File: src/rtl/fsk_frame_slicer.sv
// FSK bit slicer: preamble hunt (1/0/1 run lengths), then majority-vote data slicing per window.
// Optional FSK_SLICER_FRAME_BUF_EN adds a frame_data output holding the bits of the last completed frame.
module fsk_frame_slicer #(
    parameter int PRE_RUN       = 150,
    parameter int PRE_ZERO_RUN  = 152,
    parameter int EOF_RUN       = 152,
    parameter int ONE_WIN       = 50,
    parameter int ZERO_WIN      = 48,
    parameter int ZERO_LONG_WIN = 56,
    parameter int LONG_EVERY    = 4,
    parameter int MAX_BITS      = 96,
    parameter int CNT_W         = 8,
    localparam int BC_W         = $clog2(MAX_BITS + 1)
) (
    input  logic            sqwv,
    input  logic            rst_n,
    input  logic            manual,
    input  logic            fsk_in,
    output logic            bit_out,
    output logic            bit_valid,
    output logic [BC_W-1:0] bit_cnt,
    output logic            frame_busy,
    output logic            frame_done,
    output logic            frame_err
`ifdef FSK_SLICER_FRAME_BUF_EN
    ,
    output logic [MAX_BITS-1:0] frame_data
`endif
);

    localparam int MAX_WIN = (ONE_WIN > ZERO_LONG_WIN) ? ONE_WIN : ZERO_LONG_WIN;
    localparam int ZI_W    = (LONG_EVERY > 1) ? $clog2(LONG_EVERY) : 1;

    typedef logic [CNT_W-1:0] cnt_t;
    typedef enum logic [2:0] {S_HUNT, S_PRE1, S_PRE0, S_PRE2, S_DATA} state_t;
    typedef struct packed {
        cnt_t n;
        cnt_t ones;
        cnt_t zeros;
        cnt_t eof;
    } cnt_s;

    state_t          state_q, state_d;
    cnt_s            cnt_q, cnt_d;
    logic [ZI_W-1:0] zidx_q, zidx_d, zidx_wrap;
    cnt_t            n_inc, ones_inc, zeros_inc, eof_inc, zwin;
    logic            eof_hit, dec0, dec1, decide, stuck, full;
    logic            valid_d, bit_d, done_d, err_d, busy_d;
    logic [BC_W-1:0] cnt_nx;

    function automatic cnt_t sat_inc(input cnt_t v);
        return (v == '1) ? v : v + 1'b1;
    endfunction

    // Every count includes the sample arriving this cycle.
    assign n_inc     = sat_inc(cnt_q.n);
    assign ones_inc  = fsk_in ? sat_inc(cnt_q.ones) : cnt_q.ones;
    assign zeros_inc = fsk_in ? cnt_q.zeros : sat_inc(cnt_q.zeros);
    assign eof_inc   = fsk_in ? '0 : sat_inc(cnt_q.eof);

    assign zwin      = (zidx_q == ZI_W'(1)) ? cnt_t'(ZERO_LONG_WIN) : cnt_t'(ZERO_WIN);
    assign zidx_wrap = (zidx_q == ZI_W'(LONG_EVERY - 1)) ? '0 : zidx_q + 1'b1;
    assign eof_hit   = eof_inc >= cnt_t'(EOF_RUN);
    assign dec0      = (n_inc == zwin) && (zeros_inc > ones_inc);
    assign dec1      = !dec0 && (n_inc == cnt_t'(ONE_WIN)) && (ones_inc > zeros_inc);
    assign decide    = dec0 || dec1;
    assign stuck     = n_inc >= cnt_t'(MAX_WIN);
    assign full      = bit_cnt == BC_W'(MAX_BITS);

    always_ff @(posedge sqwv or negedge rst_n) begin
        if (!rst_n) begin
            state_q    <= S_HUNT;
            cnt_q      <= '0;
            zidx_q     <= '0;
            bit_out    <= 1'b0;
            bit_valid  <= 1'b0;
            bit_cnt    <= '0;
            frame_busy <= 1'b0;
            frame_done <= 1'b0;
            frame_err  <= 1'b0;
        end else begin
            state_q    <= state_d;
            cnt_q      <= cnt_d;
            zidx_q     <= zidx_d;
            bit_out    <= bit_d;
            bit_valid  <= valid_d;
            bit_cnt    <= cnt_nx;
            frame_busy <= busy_d;
            frame_done <= done_d;
            frame_err  <= err_d;
        end
    end

    always_comb begin
        state_d = state_q;
        cnt_d   = cnt_q;
        zidx_d  = zidx_q;
        if (manual) begin
            state_d = S_HUNT;
            cnt_d   = '0;
            zidx_d  = '0;
        end else begin
            unique case (state_q)
                S_HUNT: if (fsk_in) begin
                    state_d    = S_PRE1;
                    cnt_d      = '0;
                    cnt_d.ones = cnt_t'(1);
                end
                S_PRE1: if (fsk_in) begin
                    cnt_d.ones = ones_inc;
                    if (ones_inc >= cnt_t'(PRE_RUN)) begin
                        state_d     = S_PRE0;
                        cnt_d.zeros = '0;
                    end
                end else begin
                    state_d = S_HUNT;
                    cnt_d   = '0;
                end
                // Stray ones inside the zero run restart it without abandoning the hunt.
                S_PRE0: if (!fsk_in) begin
                    cnt_d.zeros = zeros_inc;
                    if (zeros_inc >= cnt_t'(PRE_ZERO_RUN)) begin
                        state_d    = S_PRE2;
                        cnt_d.ones = '0;
                    end
                end else begin
                    cnt_d.zeros = '0;
                end
                S_PRE2: if (fsk_in) begin
                    cnt_d.ones = ones_inc;
                    if (ones_inc >= cnt_t'(PRE_RUN)) begin
                        state_d = S_DATA;
                        cnt_d   = '0;
                        zidx_d  = '0;
                    end
                end else if (cnt_q.ones != '0) begin
                    state_d = S_HUNT;
                    cnt_d   = '0;
                end
                S_DATA: if (eof_hit || (decide && full) || (!decide && stuck)) begin
                    state_d = S_HUNT;
                    cnt_d   = '0;
                end else if (decide) begin
                    // eof keeps running across window boundaries.
                    cnt_d     = '0;
                    cnt_d.eof = eof_inc;
                    if (dec0) zidx_d = zidx_wrap;
                end else begin
                    cnt_d.n     = n_inc;
                    cnt_d.ones  = ones_inc;
                    cnt_d.zeros = zeros_inc;
                    cnt_d.eof   = eof_inc;
                end
                default: begin
                    state_d = S_HUNT;
                    cnt_d   = '0;
                end
            endcase
        end
    end

    always_comb begin
        valid_d = 1'b0;
        done_d  = 1'b0;
        err_d   = 1'b0;
        bit_d   = bit_out;
        cnt_nx  = bit_cnt;
        busy_d  = (state_d == S_DATA);
        if (manual) begin
            bit_d  = 1'b0;
            cnt_nx = '0;
        end else if (state_q == S_PRE2 && state_d == S_DATA) begin
            cnt_nx = '0;
        end else if (state_q == S_DATA) begin
            if (eof_hit) begin
                done_d = 1'b1;
            end else if (decide) begin
                if (full) begin
                    err_d = 1'b1;
                end else begin
                    valid_d = 1'b1;
                    bit_d   = dec1;
                    cnt_nx  = bit_cnt + 1'b1;
                end
            end else if (stuck) begin
                err_d = 1'b1;
            end
        end
    end

`ifdef FSK_SLICER_FRAME_BUF_EN
    logic [MAX_BITS-1:0] shreg;

    always_ff @(posedge sqwv or negedge rst_n) begin
        if (!rst_n) begin
            shreg      <= '0;
            frame_data <= '0;
        end else if (manual) begin
            shreg      <= '0;
            frame_data <= '0;
        end else begin
            if (valid_d) shreg <= {shreg[MAX_BITS-2:0], bit_d};
            if (done_d)  frame_data <= shreg;
        end
    end
`endif

endmodule
File: config.mk
export PLATFORM = sky130hd
export DESIGN_NAME = fsk_frame_slicer
export DESIGN_NICKNAME = d
export VERILOG_FILES = /design/src/rtl/fsk_frame_slicer.sv
export SDC_FILE = /design/constraint.sdc
export NUM_CORES = 1
export LEC_CHECK = 0
export BUFFER_PORTS_ARGS = -buffer_cell sky130_fd_sc_hd__buf_2
export CORE_UTILIZATION = 50
export DETAILED_ROUTE_END_ITERATION = 10
export HOLD_SLACK_MARGIN = 0.06
export PLACE_DENSITY = 0.68
export SYNTH_ARGS = -nofsm -noshare
export SYNTH_HDL_FRONTEND = slang
export SYNTH_SLANG_ARGS = --single-unit
File: constraint.sdc
create_clock -name sqwv -period 3.8 [get_ports sqwv]
set_clock_uncertainty 0.05 [all_clocks]
set_input_delay 0.76 -clock sqwv [delete_from_list [all_inputs] [get_ports sqwv]]
set_output_delay 0.76 -clock sqwv [all_outputs]
set_load 0.005 [all_outputs]
; Word-level counts from Yosys, hierarchy flattened
; Index checks and enable logic that the tools add are counted.
[totals]
regBits = 49
wordCells = 152
input_bits = 4
[classes]
reduce_logical = 24
order_cmp = 6
n_mux = 72
n_eq_ne = 32
addsub = 6
[ops]
columns = op, count
row1 = 2-to-1 mux 32 bit, 7
row2 = 2-to-1 mux 8 bit, 12
row3 = one-hot mux 16 bit (5 select lines), 1
row4 = one-hot mux 8 bit (5 select lines), 2
row5 = 2-to-1 mux 7 bit, 6
row6 = adder 8 x 1 -> 8 bit (second input constant), 4
row7 = == test 8 bit (second input constant), 4
row8 = 2-to-1 mux 3 bit, 10
row9 = != test 3 bit (second input constant), 9
row10 = >= comparator 8 bit (second input constant), 3
row11 = 2-to-1 mux 1 bit, 23
row12 = > comparator 8 bit, 2
row13 = 2-to-1 mux 16 bit, 1
row14 = one-hot mux 3 bit (5 select lines), 1
row15 = 2-to-1 mux 2 bit, 7
row16 = != test 4 bit (second input constant), 3
row17 = AND reduction 4 bit, 3
row18 = AND reduction 5 bit, 2
row19 = nonzero test 3 bit, 3
row20 = == test 8 x 6 -> 1 bit, 1
row21 = == test 8 x 6 -> 1 bit (second input constant), 1
row22 = >= comparator 8 x 6 -> 1 bit (second input constant), 1
row23 = != test 2 bit (second input constant), 4
row24 = nonzero test 8 bit, 1
row25 = other kinds (17), 29

; Longest topological paths before layout
[depth]
depth_word = 19
mapped_depth = 17
ltp_nobuf = 14

; Least setup slack after synthesis
; OpenSTA, ideal clock, no wires.
[synth_path]
path_kind = input port to flip-flop
startpoint = input fsk_in
endpoint = register cnt_q[4] in the netlist's numbering
slack_ns = -0.054
required_time_ns = 3.623
arrival_ns = 3.678
setup_ns = 0.127
path_buffers = 3
cell_stages = 17
cell_sequence = buf_2 and4_1 and2_1 nand2_1 xor2_1 o21ai_0 ha_1 a21oi_1 o21a_1 o21ai_0 o221ai_2 or4_1 buf_4 a21o_1 buf_6 a41o_1 a21boi_1
[synth_between]
elab_chain_len = 13
elab_cells_between_ends = 27
classes_between = order compare: 4 / eq/ne: 4 / mux: 8 / reduce/logical: 11
[synth_lines]
columns = element, line
row1 = from (decl), 18  ; input logic fsk_in,
row2 = "2-to-1 mux 8 bit, on equally long branches", "58, 57"
row3 = > comparator 8 bit, 64  ; assign dec0 = (n_inc == zwin) && (zeros_inc > ones_inc);
row4 = logical AND 1 bit, 64
row5 = logical NOT 1 bit, 65  ; assign dec1 = !dec0 && (n_inc == cnt_t'(ONE_WIN)) && (ones_inc > zeros_inc);
row6 = logical AND 1 bit (2 in a row), 65
row7 = logical OR 1 bit, 66  ; assign decide = dec0 || dec1;
row8 = logical AND 1 bit / logical NOT 1 bit (equally long branches), 140  ; S_DATA: if (eof_hit || (decide && full) || (!decide && stuck)) begin
row9 = logical OR 1 bit / logical AND 1 bit (equally long branches), 140
row10 = logical OR 1 bit, 140
row11 = 2-to-1 mux 32 bit, 140
row12 = one-hot mux 8 bit (5 select lines), 103  ; unique case (state_q)
row13 = 2-to-1 mux 32 bit, 98  ; if (manual) begin
row14 = to (signal assigned), 83  ; cnt_q <= cnt_d;
row15 = to (decl), 44  ; cnt_s cnt_q, cnt_d;
; Several ways; a longest one is shown, not always the timed one.
; A chain may end at the register's enable or synchronous reset.

; Worst setup path in the final report
[layout_path]
startpoint = input fsk_in
endpoint = register cnt_q[22] in the netlist's numbering
[layout_between]
elab_chain_len = 13
elab_cells_between_ends = 30
classes_between = order compare: 5 / eq/ne: 4 / mux: 10 / reduce/logical: 11
[layout_lines]
columns = element, line
row1 = "2-to-1 mux 8 bit, on equally long branches", "58, 57"
row2 = > comparator 8 bit, 64
row3 = logical AND 1 bit, 64
row4 = logical NOT 1 bit, 65
row5 = logical AND 1 bit (2 in a row), 65
row6 = logical OR 1 bit, 66
row7 = logical AND 1 bit / logical NOT 1 bit (equally long branches), 140
row8 = logical OR 1 bit / logical AND 1 bit (equally long branches), 140
row9 = logical OR 1 bit, 140
row10 = 2-to-1 mux 32 bit, 140
row11 = one-hot mux 16 bit (5 select lines), 103
row12 = 2-to-1 mux 32 bit, 98
; Several ways; a longest one is shown, not always the timed one. The select of a mux whose other input is x is not followed.

==> reports/metrics.yaml <==
r2r-start: "cnt_q[8]"
die_area_um2: 7640
cts_hold_buf: 0
ys_warn_count: 0
endpoint_kind: "flip-flop"
start_kind: "input port"
avgSynthCellArea_um2: 8.65
p_seq_frac: 0.493
hp-class: "input port to asynchronous set/reset pin"
grt.met2_usage: 0.428
p_clk_frac: 0.429
clk_latency_ps: 310
max_slew.worst_pin.slew_ps: 781
core_area_um2: 6910
power_density_nw_per_um2: 249
route.detailed.drc: 0
slew_headroom: 0.479
post_drt_via_cell_ratio: 6.08
async_reset_ff_frac: 1.00
power_frac_comb: 0.078
antenna_cells: 0
synthesis.area_um2: 3650
final_hold_viol_count: 0
cp.required_ps: 3950
maxCapViolations: 0
routed_wl_um: 9480
route.antenna.remaining_nets: 0
dp_hpwl_um: 7060
grt_max_degree: 34
grt.overflow.total: 0
finalSetupViolCount: 0
gp_congestion: 0.919
vias: 3439
clock_sinks: 49
rsz0062_at_grt: "yes"
initial_core_util: 0.528
drv_slew: 0
r2r_setup_slack_ps: 140
arrival_ps: 3850
die_w_um: 87.4
p_int_uw: 817
grt_pass1_vias: 3202
grt_busiest_layer: "met2"
vdd_ir_drop_max_mv: 0.155
drive_above_1_share: 0.228
placedCellCount: 553
ys_ff_latch: 49
grt_antenna_before_repair: 0
p_switching_uw: 248
fin_crit_sh: 0.975
grt_util_all_layers: 0.264
areaGrowthSynthToFinish_pct: 17.0
sw_frac_of_total: 0.233
port-buffer-count: 15
fmaxAchievable_mhz: 270
cts_buffers: 5
syn_inst: 422
cts-root-buf: "clkbuf_8"
die_y_um: 87.4
clock_path_buffers: 2
grt_pass1_wl_um: 15600
total_leakage_power_uw: 0.00185
finalNonFillerCells: 566
syn-num-nets: 442
synth.distinct_cells: 75
fill_cells: 648
outcome: "completed"
clk_pin_slew_ps: 100
fin_crit_ps: 3700
fin_util: 0.618
synthFlopType: "dfrtp_1"
drt_iter0_drc: 278
cts_tree: "yes"
ioPinCount: 16
synth-seq-area-share: 0.336
first_pass_iters: 4
nNetsFinal: 489
crit_fanout: 10
h-tree-depth: 2
synth_edf_count: 0
worstReg2RegEnd: "cnt_q[22]"
setup_tns_ps: 0
met1_usage: 0.378
worst-setup-path-type: "input port to flip-flop"
routedWlPerCell_um: 16.7
row_count: 30
rr_worst_depth: 16
grt_use_met3: 0.0294
## routing by layer
| layer | vias up | wire length, µm |
|---|---|---|
| li1 | 1665 | - |
| met1 | 1654 | 4440 |
| met2 | 112 | 4460 |
| met3 | 8 | 484 |
| met4 | 0 | 99 |
| met5 | - | 0 |
## stage by stage
step / power, µW / worst slack (ps) / hold slack (ps) / area [µm²]
after floorplan: 579 / 14.4 / 414 / 3660
after global placement: 614 / -185 / 459 / 4060
after detailed placement: 615 / -280 / 477 / 4060
after CTS: 1070 / 19.0 / 486 / 4230
after global routing: 1110 / -16.2 / 516 / 4270
final: 1070 / 96.2 / 470 / 4270
## synthesized netlist by cell type (6+ instances only)
library cell,n,area (µm²)
dfrtp_1,49,1230
nand2_1,45,169
nor2_1,27,101
o21ai_0,23,115
nand3_1,21,105
a21oi_1,18,90.1
ha_1,16,200
inv_1,16,60.1
nand4_1,16,100
clkbuf_1,11,41.3
nor3_1,11,55.1
a21o_1,10,75.1
a22o_1,9,78.8
o211ai_1,9,67.6
xnor2_1,8,70.1
and2_1,7,43.8
buf_2,7,35.0
mux2i_1,7,70.1
a211oi_1,6,45.0
a31oi_1,6,37.5
and3_1,6,37.5
nand2b_1,6,37.5
## flip-flops by register name (all words and copies together) (netlist names)
signal,count
bit_out,1
bit_valid,1
bit_cnt,7
frame_done,1
frame_busy,1
frame_err,1
cnt_q,32
state_q,3
zidx_q,2
## worst max path at each step
stage               slack [ps]  cells after the start     start    endpoint
global route               -20                     15    fsk_in   cnt_q[19]
global placement          -180                     16    fsk_in  bit_cnt[4]
finish                     100                     15    fsk_in   cnt_q[22]
CTS                         20                     16  cnt_q[8]   cnt_q[22]
detailed placement        -280                     13    fsk_in   cnt_q[19]
floorplan                   10                     14    fsk_in    cnt_q[4]
## what timing repair did
action | CTS | global route
pin swaps | 2 | 3
resized for setup | 2 | 11
gates cloned | 0 | 0
setup buffers | 3 | 2
endpoints found under the setup margin | 7 | 36
## area by class of cell
type                    instances  area [µm²]  area share
inverters                      16        60.1      0.0141
repair buffers                 62         432       0.101
multi-input cells             335        2300       0.537
well taps                      96         120      0.0281
clock inverters                 3        68.8      0.0161
flip-flops and latches         49        1230       0.287
clock buffers                   5        68.8      0.0161
## cells by family after synthesis
group,after synthesis,share of synthesized area
AOI/OAI and AO/OA,124,0.252
xor gates and xnor gates,13,0.0312
adders and majority gates,16,0.0549
buffers and inverters,38,0.0456
DFF,49,0.336
muxes,10,0.0285
and+or+nand+nor,172,0.252
## worst max-delay path, cell delays in order
cell and delay (ps):
buf_2 140, nand4_1 260, nor2_2 210, mux2_4 320
ha_1 300, nand2_1 50, o21a_1 180, o21ai_1 90
o221ai_2 110, or4_1 550, buf_6 170, nand4_1 230
a211oi_4 100, buf_4 180, a22o_1 190
## power by group through the flow
stage / sequential, µW / combinational (µW) / clock [µW]
2_1_floorplan: 535 / 43.8 / 0
3_3_place_gp: 535 / 79.2 / 0
3_5_place_dp: 535 / 80.5 / 0
4_1_cts: 525 / 82.5 / 467
5_1_grt: 525 / 92.2 / 491
6_report: 525 / 83.0 / 457
## layout by cell type, fill, tap and decap left out, types with 3 or more instances in the layout
cell type  instances
a2111oi_2          3
a211oi_1           5
a21o_1            10
a21oi_1           18
a22o_1             9
a31oi_1            6
and2_1             6
and3_1             6
buf_2             15
buf_4             46
clkbuf_8           5
dfrtp_1           49
ha_1              15
inv_1             16
mux2i_1            7
nand2_1           45
nand2b_1           6
nand3_1           21
nand4_1           16
nor2_1            26
nor2_2             4
nor2b_1            3
nor3_1            11
nor3b_1            3
o211ai_1           9
o21a_1             3
o21ai_0           20
o21ai_1            4
o22ai_1            3
o2bb2ai_1          5
or2_2              4
xnor2_1            8
xor2_1             5
Note: power is estimated with default switching activity, not from simulation.
